==> src/rtl/fetch_pkg.sv <==
// Shared types and constants for the instruction-fetch stage.
// Used by fetch_stage and fetch_hold_buf.
package fetch_pkg;

  localparam int PC_W = 16;

  localparam logic [4:0]      HALT_OPC = 5'b00000;
  localparam logic [PC_W-1:0] NOP_ENC  = 16'h0800;

  typedef enum logic [2:0] {
    FETCH,
    WAIT,
    HOLD,
    DRAIN,
    HALTED
  } fetch_state_e;

  function automatic logic is_halt(input logic [PC_W-1:0] instr);
    return instr[15:11] == HALT_OPC;
  endfunction

endpackage

==> src/rtl/fetch_hold_buf.sv <==
// One-entry buffer that parks a fetched word while the pipeline is stalled.
// Clear (wrong-path discard) wins over release, and release wins over load.
module fetch_hold_buf
  import fetch_pkg::*;
(
  input  logic            clk,
  input  logic            rst,
  input  logic            load_i,
  input  logic            release_i,
  input  logic            clear_i,
  input  logic [PC_W-1:0] instr_i,
  output logic [PC_W-1:0] instr_o,
  output logic            valid_o
);

  logic [PC_W-1:0] instr_q;
  logic            valid_q;

  always_ff @(posedge clk) begin
    if (rst) begin
      instr_q <= NOP_ENC;
      valid_q <= 1'b0;
    end else if (clear_i || release_i) begin
      valid_q <= 1'b0;
    end else if (load_i) begin
      instr_q <= instr_i;
      valid_q <= 1'b1;
    end
  end

  assign instr_o = instr_q;
  assign valid_o = valid_q;

endmodule

==> src/rtl/fetch_stage.sv <==
// Instruction-fetch stage: owns the PC, talks to a multi-cycle imem and loads IF/ID.
// Optional macro FETCH_ALIGN_CHECK_EN enables the odd-PC fetch error.
module fetch_stage
  import fetch_pkg::*;
#(
  parameter logic [PC_W-1:0] RESET_PC  = 16'h0000,
  parameter logic [PC_W-1:0] NOP_INSTR = NOP_ENC
) (
  input  logic            clk,
  input  logic            rst,
  input  logic            stall_in,
  input  logic            redirect_in,
  input  logic [PC_W-1:0] redirect_pc_in,
  output logic            imem_req_out,
  output logic [PC_W-1:0] imem_addr_out,
  input  logic [PC_W-1:0] imem_rdata_in,
  input  logic            imem_done_in,
  output logic [PC_W-1:0] IF_ID_instr_out,
  output logic [PC_W-1:0] IF_ID_pc_plus2_out,
  output logic            IF_ID_valid_out,
  output logic            halt_out,
  output logic            err_out
);

  fetch_state_e    state_q;
  logic [PC_W-1:0] pc_q;
  logic [PC_W-1:0] ifid_instr_q;
  logic [PC_W-1:0] ifid_pc2_q;
  logic            ifid_valid_q;
  logic            halt_q;

  logic [PC_W-1:0] pc_inc;
  logic [PC_W-1:0] hold_instr;
  logic            hold_valid;
  logic            hold_load;
  logic            hold_release;
  logic            align_fault;
  logic            fetching;

`ifdef FETCH_ALIGN_CHECK_EN
  logic err_q;

  assign align_fault = (state_q == FETCH) && pc_q[0];

  always_ff @(posedge clk) begin
    if (rst) begin
      err_q <= 1'b0;
    end else if (align_fault && !redirect_in) begin
      err_q <= 1'b1;
    end
  end

  assign err_out = err_q;
`else
  assign align_fault = 1'b0;
  assign err_out     = 1'b0;
`endif

  assign pc_inc   = pc_q + 16'd2;
  assign fetching = ((state_q == FETCH) || (state_q == WAIT)) && !align_fault;

  assign imem_req_out  = !rst && (fetching || (state_q == DRAIN));
  assign imem_addr_out = pc_q;

  assign hold_load    = fetching && imem_done_in && stall_in && !redirect_in;
  assign hold_release = (state_q == HOLD) && !stall_in && !redirect_in;

  fetch_hold_buf u_hold_buf (
    .clk       (clk),
    .rst       (rst),
    .load_i    (hold_load),
    .release_i (hold_release),
    .clear_i   (redirect_in),
    .instr_i   (imem_rdata_in),
    .instr_o   (hold_instr),
    .valid_o   (hold_valid)
  );

  // Redirect beats everything except reset; a still-outstanding response must be drained.
  always_ff @(posedge clk) begin
    if (rst) begin
      state_q      <= FETCH;
      pc_q         <= RESET_PC;
      ifid_instr_q <= NOP_INSTR;
      ifid_pc2_q   <= '0;
      ifid_valid_q <= 1'b0;
      halt_q       <= 1'b0;
    end else if (redirect_in) begin
      pc_q         <= redirect_pc_in;
      ifid_instr_q <= NOP_INSTR;
      ifid_valid_q <= 1'b0;
      halt_q       <= 1'b0;
      state_q      <= (((state_q == WAIT) || (state_q == DRAIN)) && !imem_done_in)
                      ? DRAIN : FETCH;
    end else begin
      case (state_q)
        FETCH, WAIT: begin
          if (align_fault) begin
            halt_q  <= 1'b1;
            state_q <= HALTED;
            if (!stall_in) begin
              ifid_instr_q <= NOP_INSTR;
              ifid_valid_q <= 1'b0;
            end
          end else if (imem_done_in) begin
            if (stall_in) begin
              state_q <= HOLD;
            end else begin
              ifid_instr_q <= imem_rdata_in;
              ifid_pc2_q   <= pc_inc;
              ifid_valid_q <= 1'b1;
              pc_q         <= pc_inc;
              halt_q       <= is_halt(imem_rdata_in);
              state_q      <= is_halt(imem_rdata_in) ? HALTED : FETCH;
            end
          end else begin
            state_q <= WAIT;
            if (!stall_in) begin
              ifid_instr_q <= NOP_INSTR;
              ifid_valid_q <= 1'b0;
            end
          end
        end
        HOLD: begin
          if (!stall_in && hold_valid) begin
            ifid_instr_q <= hold_instr;
            ifid_pc2_q   <= pc_inc;
            ifid_valid_q <= 1'b1;
            pc_q         <= pc_inc;
            halt_q       <= is_halt(hold_instr);
            state_q      <= is_halt(hold_instr) ? HALTED : FETCH;
          end
        end
        DRAIN: begin
          if (imem_done_in) begin
            state_q <= FETCH;
          end
          if (!stall_in) begin
            ifid_instr_q <= NOP_INSTR;
            ifid_valid_q <= 1'b0;
          end
        end
        HALTED: begin
          if (!stall_in) begin
            ifid_instr_q <= NOP_INSTR;
            ifid_valid_q <= 1'b0;
          end
        end
        default: state_q <= FETCH;
      endcase
    end
  end

  assign IF_ID_instr_out    = ifid_instr_q;
  assign IF_ID_pc_plus2_out = ifid_pc2_q;
  assign IF_ID_valid_out    = ifid_valid_q;
  assign halt_out           = halt_q;

endmodule

==> config.mk <==
export PLATFORM = sky130hd
export DESIGN_NAME = fetch_stage
export DESIGN_NICKNAME = d
export VERILOG_FILES = /design/src/rtl/fetch_pkg.sv /design/src/rtl/fetch_hold_buf.sv /design/src/rtl/fetch_stage.sv
export SDC_FILE = /design/constraint.sdc
export NUM_CORES = 1
export LEC_CHECK = 0
export ABC_AREA = 1
export CAP_MARGIN = 25
export CORE_ASPECT_RATIO = 0.6
export CORE_MARGIN = 2
export CORE_UTILIZATION = 49
export CTS_CLUSTER_DIAMETER = 80
export DETAILED_ROUTE_END_ITERATION = 10
export PLACE_DENSITY_LB_ADDON = 0.3
export SYNTH_ARGS = -nofsm -noshare
export SYNTH_HDL_FRONTEND = slang
export SYNTH_SLANG_ARGS = --single-unit
export TNS_END_PERCENT = 10
==> constraint.sdc <==
create_clock -name clk -period 1.85 [get_ports clk]
set_input_delay 0.185 -clock clk [delete_from_list [all_inputs] [get_ports clk]]
set_output_delay 0.185 -clock clk [all_outputs]
set_load 0.02 [all_outputs]
Word level (Yosys, flattened, before mapping)
Index checks and enable logic that the tools add are counted.
{"block": "totals", "ff_bits": 70, "latchBits": 0, "ramBits": 0, "rom_bits": 0, "input_bits": 37, "out_inout_bits": 52, "memories": 0}
{"block": "classes", "n_addsub": 1, "mul": 0, "div": 0, "magnitude_cmp": 0, "eq_ne": 13, "shifts": 0, "n_mux": 28, "n_bitwise": 2, "reduce_logical": 32}
{"operator": "2-to-1 mux 16 bit", "n": 8}
{"operator": "one-hot mux 16 bit (3 select lines)", "n": 1}
{"operator": "one-hot mux 16 bit (2 select lines)", "n": 1}
{"operator": "2-to-1 mux 3 bit", "n": 7}
{"operator": "adder 16 x 2 -> 16 bit, second input constant", "n": 1}
{"operator": "!= test 3 bit, second input constant", "n": 4}
{"operator": "one-hot mux 3 bit (4 select lines)", "n": 1}
{"operator": "logical NOT 5 bit", "n": 2}
{"operator": "logical AND 1 bit", "n": 8}
{"operator": "AND reduction 4 bit", "n": 2}
{"operator": "OR reduction 2 bit", "n": 4}
{"operator": "2-to-1 mux 1 bit", "n": 7}
{"operator": "equality test 3 x 2 -> 1 bit, second input constant", "n": 2}
{"operator": "!= test 2 bit, second input constant", "n": 3}
{"operator": "AND reduction 3 bit", "n": 2}
{"operator": "nonzero test 3 bit", "n": 2}
{"operator": "AND reduction 5 bit", "n": 1}
{"operator": "logical NOT 1 bit", "n": 4}
{"operator": "logical OR 1 bit", "n": 4}
{"operator": "equality test 3 x 1 -> 1 bit, second input constant", "n": 1}
{"operator": "equality test 3 bit, second input constant", "n": 1}
{"operator": "logical NOT 3 bit", "n": 1}
{"operator": "!= test 3 x 2 -> 1 bit, second input constant", "n": 1}
{"operator": "one-hot mux 1 bit (3 select lines)", "n": 1}
{"operator": "other kinds (6)", "n": 7}

Depth between registers and ports, before layout
{"block": "depth", "ltp_word": 6, "depth_mapped": 10}

Cells and area by module
Synthesis repeated with hierarchy kept, for this count alone.
{"block": "hier_totals", "cells_unflattened": 566, "area_unflattened_um2": 3639.7}
{"module": "fetch_stage", "instances": 1, "cells_per_inst": 458, "area_per_inst_um2": 2861.5, "seq_area_each_um2": 1061.0}
{"module": "fetch_hold_buf", "instances": 1, "cells_per_inst": 108, "area_per_inst_um2": 778.2, "seq_area_each_um2": 340.3}

Worst setup path before layout
OpenSTA, ideal clock, no wires.
{"block": "synth_timing", "kind": "reg-to-reg", "from": "register pc_q[1] (netlist: imem_addr_out[1])", "to": "register pc_q[15] (netlist: imem_addr_out[15])", "setup_time_ps": 109, "arrival_ps": 1454, "slack_ps": 287, "stages_incl_launch_ff": 11, "synth_period_minus_slack_ps": 1563, "cell_sequence": "dfxtp_1 ha_1 nand3_1 nor2_1 nand3_1 nand2_1 nand2_1 nand2_1 nand3_1 nand2_1 inv_1"}
{"block": "synth_via", "elab_chain_len": 5, "elab_cells_between_ends": 6}
{"element": "start, declared", "line_no": "fetch_stage.sv:26", "text": "logic [PC_W-1:0] pc_q;"}
{"element": "start signal, assigned", "line_no": "fetch_stage.sv:89", "text": "pc_q <= redirect_pc_in;"}
{"element": "start signal, assigned", "line_no": "fetch_stage.sv:112", "text": "pc_q <= pc_inc;"}
{"element": "start signal, assigned", "line_no": "fetch_stage.sv:129", "text": "pc_q <= pc_inc;"}
{"element": "adder 16 x 2 -> 16 bit *", "line_no": "fetch_stage.sv:59", "text": "assign pc_inc = pc_q + 16'd2;"}
{"element": "2-to-1 mux 16 bit", "line_no": "fetch_stage.sv:106", "text": "if (stall_in) begin"}
{"element": "2-to-1 mux 16 bit", "line_no": "fetch_stage.sv:105", "text": "end else if (imem_done_in) begin"}
{"element": "one-hot mux 16 bit (2 select lines) *", "line_no": "fetch_stage.sv:96", "text": "case (state_q)"}
{"element": "2-to-1 mux 16 bit *", "line_no": "fetch_stage.sv:88", "text": "end else if (redirect_in) begin"}
Mark *: on every way between the ends. The rest lies on a longest branch, timed or not. The select of a mux whose other input is x is not followed.
A chain may end at the register's enable or synchronous reset.

Worst setup path in the final report
{"block": "layout_timing", "from": "register state_q[2]", "to": "output imem_req_out"}
{"block": "layout_via", "elab_chain_len": 4, "elab_cells_between_ends": 6}
{"element": "start, declared", "line_no": "fetch_stage.sv:25", "text": "fetch_state_e state_q;"}
{"element": "start signal, assigned", "line_no": "fetch_stage.sv:93", "text": "state_q <= (((state_q == WAIT) || (state_q == DRAIN)) && !imem_done_in)"}
{"element": "start signal, assigned", "line_no": "fetch_stage.sv:114", "text": "state_q <= is_halt(imem_rdata_in) ? HALTED : FETCH;"}
{"element": "start signal, assigned", "line_no": "fetch_stage.sv:131", "text": "state_q <= is_halt(hold_instr) ? HALTED : FETCH;"}
{"element": "equality test 3 x 1 -> 1 bit / logical NOT 3 bit (equally long branches)", "line_no": "fetch_stage.sv:60", "text": "assign fetching = ((state_q == FETCH) || (state_q == WAIT)) && !align_fault;"}
{"element": "logical OR 1 bit", "line_no": "fetch_stage.sv:60"}
{"element": "logical OR 1 bit *", "line_no": "fetch_stage.sv:62", "text": "assign imem_req_out = !rst && (fetching || (state_q == DRAIN));"}
{"element": "logical AND 1 bit *", "line_no": "fetch_stage.sv:62"}
{"element": "end, declared", "line_no": "fetch_stage.sv:14", "text": "output logic imem_req_out,"}
Mark *: on every way between the ends. The rest lies on a longest branch, timed or not.

==> run metrics <==
status=complete, no violations; syn_nets=around 540; critical path endpoint=imem_req_out; synth unique cells=36; worst vdd ir=between 0.0004 and 0.0005 V; hold slack=0.436 ns; RSZ-0062 raised after global routing=false; dpl ws=~0.014 ns; design area=approximately 5000 µm²; number of remaining DRC errors=0; CTS tree=built; Row Count=23; DR WL/cell=around 15 µm; setup bufs post-CTS=0; number of global-route vias before repair=between 3k and 4k; share of layout cells above drive strength 1=0.0927; Data required, critical path=~1.7 ns; placed cell area=4510 µm²; Critical Path Fanout Max=5; RD Place Congestion=0.945; Pre-antenna DRT Iters=5; WP data arrival=roughly 1.5 ns; max-slew violations=0; Max Cap Viol=0; IO Port Bufs=87; Synth Instances=497; Area Overhead vs Synth=38.9%; core area=roughly 6800 µm²; clk buf depth=2; Worst-path clk slew=~0.06 ns; Cells after DPL=roughly 660; global-route wire length before repair=16.6 mm; sequential area share after synthesis=0.398; worst min path class=primary input to flop; initial antenna violation count=0; Clock Sinks=70; Routed WL=between 10 and 15 mm; Final Hold Vio Count=0; Syn Area/Cell=between 7 and 8 µm²; largest net degree at the start of global routing=31; Startpoint Class=flop; clk_skew=~0.0066 ns; Crit Path Class=flop to primary output; nets@finish=roughly 630; Antenna Nets Post-Route=0; Period minus WS final=roughly 1.7 ns; routed via count=approximately 3.7k; post-synthesis register bit count=70; die footprint=around 7900 µm²; GRT overflow=0; final setup margin=~0.14 ns; final worst path period share=0.924; Root Driver=clkbuf_16; Lkg Pwr=~2.0 nW; critical path launch point=state_q[2]; Fin Setup TNS=0 ns; Mapped Area=3520 µm²; cts bufs inserted=9; Via density=5.47; hpwl dp=between 7 and 8 mm; Final Power=approximately 4.5 mW; Overall Global Routing Usage=0.264; r2r setup slk=about 0.17 ns; Yosys warnings=0; Clock Latency Late Sink=about 0.33 ns; r2r endpoint=imem_addr_out[15]; post-layout util=0.717; die width=roughly 110 µm; worst r2r src=imem_addr_out[2]; I/O pin total=a little under 90; Max Freq=slightly below 600 MHz; Initial Util=0.516; ANT cells=0; Critical Path Sink Type=primary output; Post-Layout Cell Count=680; final setup violating endpoints=0; Starting DRT DRC Count=~320; # H-tree levels=3; min-delay src=redirect_pc_in[0]; Reg2Reg Depth=10; Die H=between 60 and 70 µm; Power Density=just over 900 nW/µm²
-- worst min-delay path by stage --
stage                        endpoint  slack, ns  cells past startpoint
3_5_place_dp    u_hold_buf.instr_o[2]       0.44                      2
4_1_cts              imem_addr_out[0]       0.43                      3
6_report             imem_addr_out[0]       0.44                      3
5_1_grt        u_hold_buf.instr_o[14]       0.44                      3
2_1_floorplan     IF_ID_instr_out[11]       0.31                      2
3_3_place_gp    u_hold_buf.instr_o[2]       0.43                      2
-- metal layers --
| layer | track usage | routed length [µm] | share of wire |
|---|---|---|---|
| met1 | 0.378 | 4680 | 0.46 |
| met2 | 0.388 | 4370 | 0.43 |
| met3 | 0.0804 | 1090 | 0.11 |
| met4 | 0.0623 | 116 | 0.011 |
| met5 | 0 | 0 | 0 |
-- state kept, by name, summed over array words and instances, names as in the netlist --
signal	cells
IF_ID_pc_plus2_out	16
u_hold_buf.instr_o	16
imem_addr_out	16
IF_ID_valid_out	1
state_q	3
u_hold_buf.valid_o	1
IF_ID_instr_out	16
halt_out	1
-- critical path, cell delays in order, from the launching register on --
cell	delay [ns]
dfxtp_1	0.44
inv_2	0.11
nand2_1	0.13
nand2_4	0.09
nor2_1	0.09
nor2_1	0.05
clkdlybuf4s15_1	0.28
-- cell usage after synthesis --
cell / instances / area [µm²]
a21oi_1: 55 / 275
a221oi_1: 1 / 8.76
a31oi_1: 1 / 6.26
buf_1: 1 / 3.75
buf_2: 6 / 30.0
buf_4: 4 / 30.0
buf_6: 3 / 33.8
buf_8: 1 / 15.0
clkbuf_1: 11 / 41.3
clkinv_1: 1 / 3.75
conb_1: 1 / 3.75
dfxtp_1: 70 / 1400
ha_1: 1 / 12.5
inv_1: 46 / 173
inv_2: 1 / 3.75
inv_4: 1 / 6.26
nand2_1: 133 / 499
nand2_2: 2 / 12.5
nand2_4: 2 / 22.5
nand2_8: 2 / 40.0
nand3_1: 57 / 285
nand3_2: 5 / 50.1
nand3_4: 3 / 52.6
nand3b_1: 1 / 7.51
nand4_1: 9 / 56.3
nor2_1: 23 / 86.3
nor2_4: 1 / 11.3
nor2_8: 3 / 60.1
nor3_1: 2 / 10.0
o2111ai_1: 1 / 8.76
o211ai_1: 1 / 7.51
o21a_1: 2 / 15.0
o21ai_0: 41 / 205
o21bai_1: 2 / 15.0
xnor2_1: 2 / 17.5
xor2_1: 1 / 8.76
-- timing repair --
item	4_1_cts	5_1_grt
setup endpoints to repair	1	2
resized for setup	1	2
hold buffers	0	0
-- final cells by class --
type | count | area (µm²)
clock buffers | 11 | 243
clock inverters | 5 | 129
fillers | 532 | 1930
inverters | 49 | 186
multi-input cells | 352 | 1780
flip-flops and latches | 70 | 1400
well taps | 87 | 109
repair buffers | 106 | 1040
-- power breakdown --
group	internal, mW	leakage [nW]	switching, mW
sequential	1.58	0.571	0.0627
clock	1.49	0.180	0.642
combinational	0.322	1.21	0.417
-- cell usage in the layout (no fill, tap or decap), types with 3 or more instances in the layout --
cell	n
nand2_1	133
clkdlybuf4s50_1	86
dfxtp_1	70
nand3_1	57
a21oi_1	55
inv_1	46
o21ai_0	41
nor2_1	22
buf_4	17
nand4_1	9
clkbuf_16	9
nand3_2	5
bufinv_16	4
nand3_4	3
nor2_8	3
-- cell families (layout without fill, tap and decap cells) --
group / Yosys count / after routing / synth area share
buffers and inverters: 75 / 171 / 0.0967
XOR/XNOR: 3 / 3 / 0.00747
AND/OR/NAND/NOR: 243 / 243 / 0.339
flip-flops: 70 / 70 / 0.398
AO/OA/AOI/OAI: 104 / 104 / 0.154
adder cells (fa/ha/maj): 1 / 1 / 0.00355
other: 1 / 1 / 0.00107
Power figures use the tool's default switching activity.
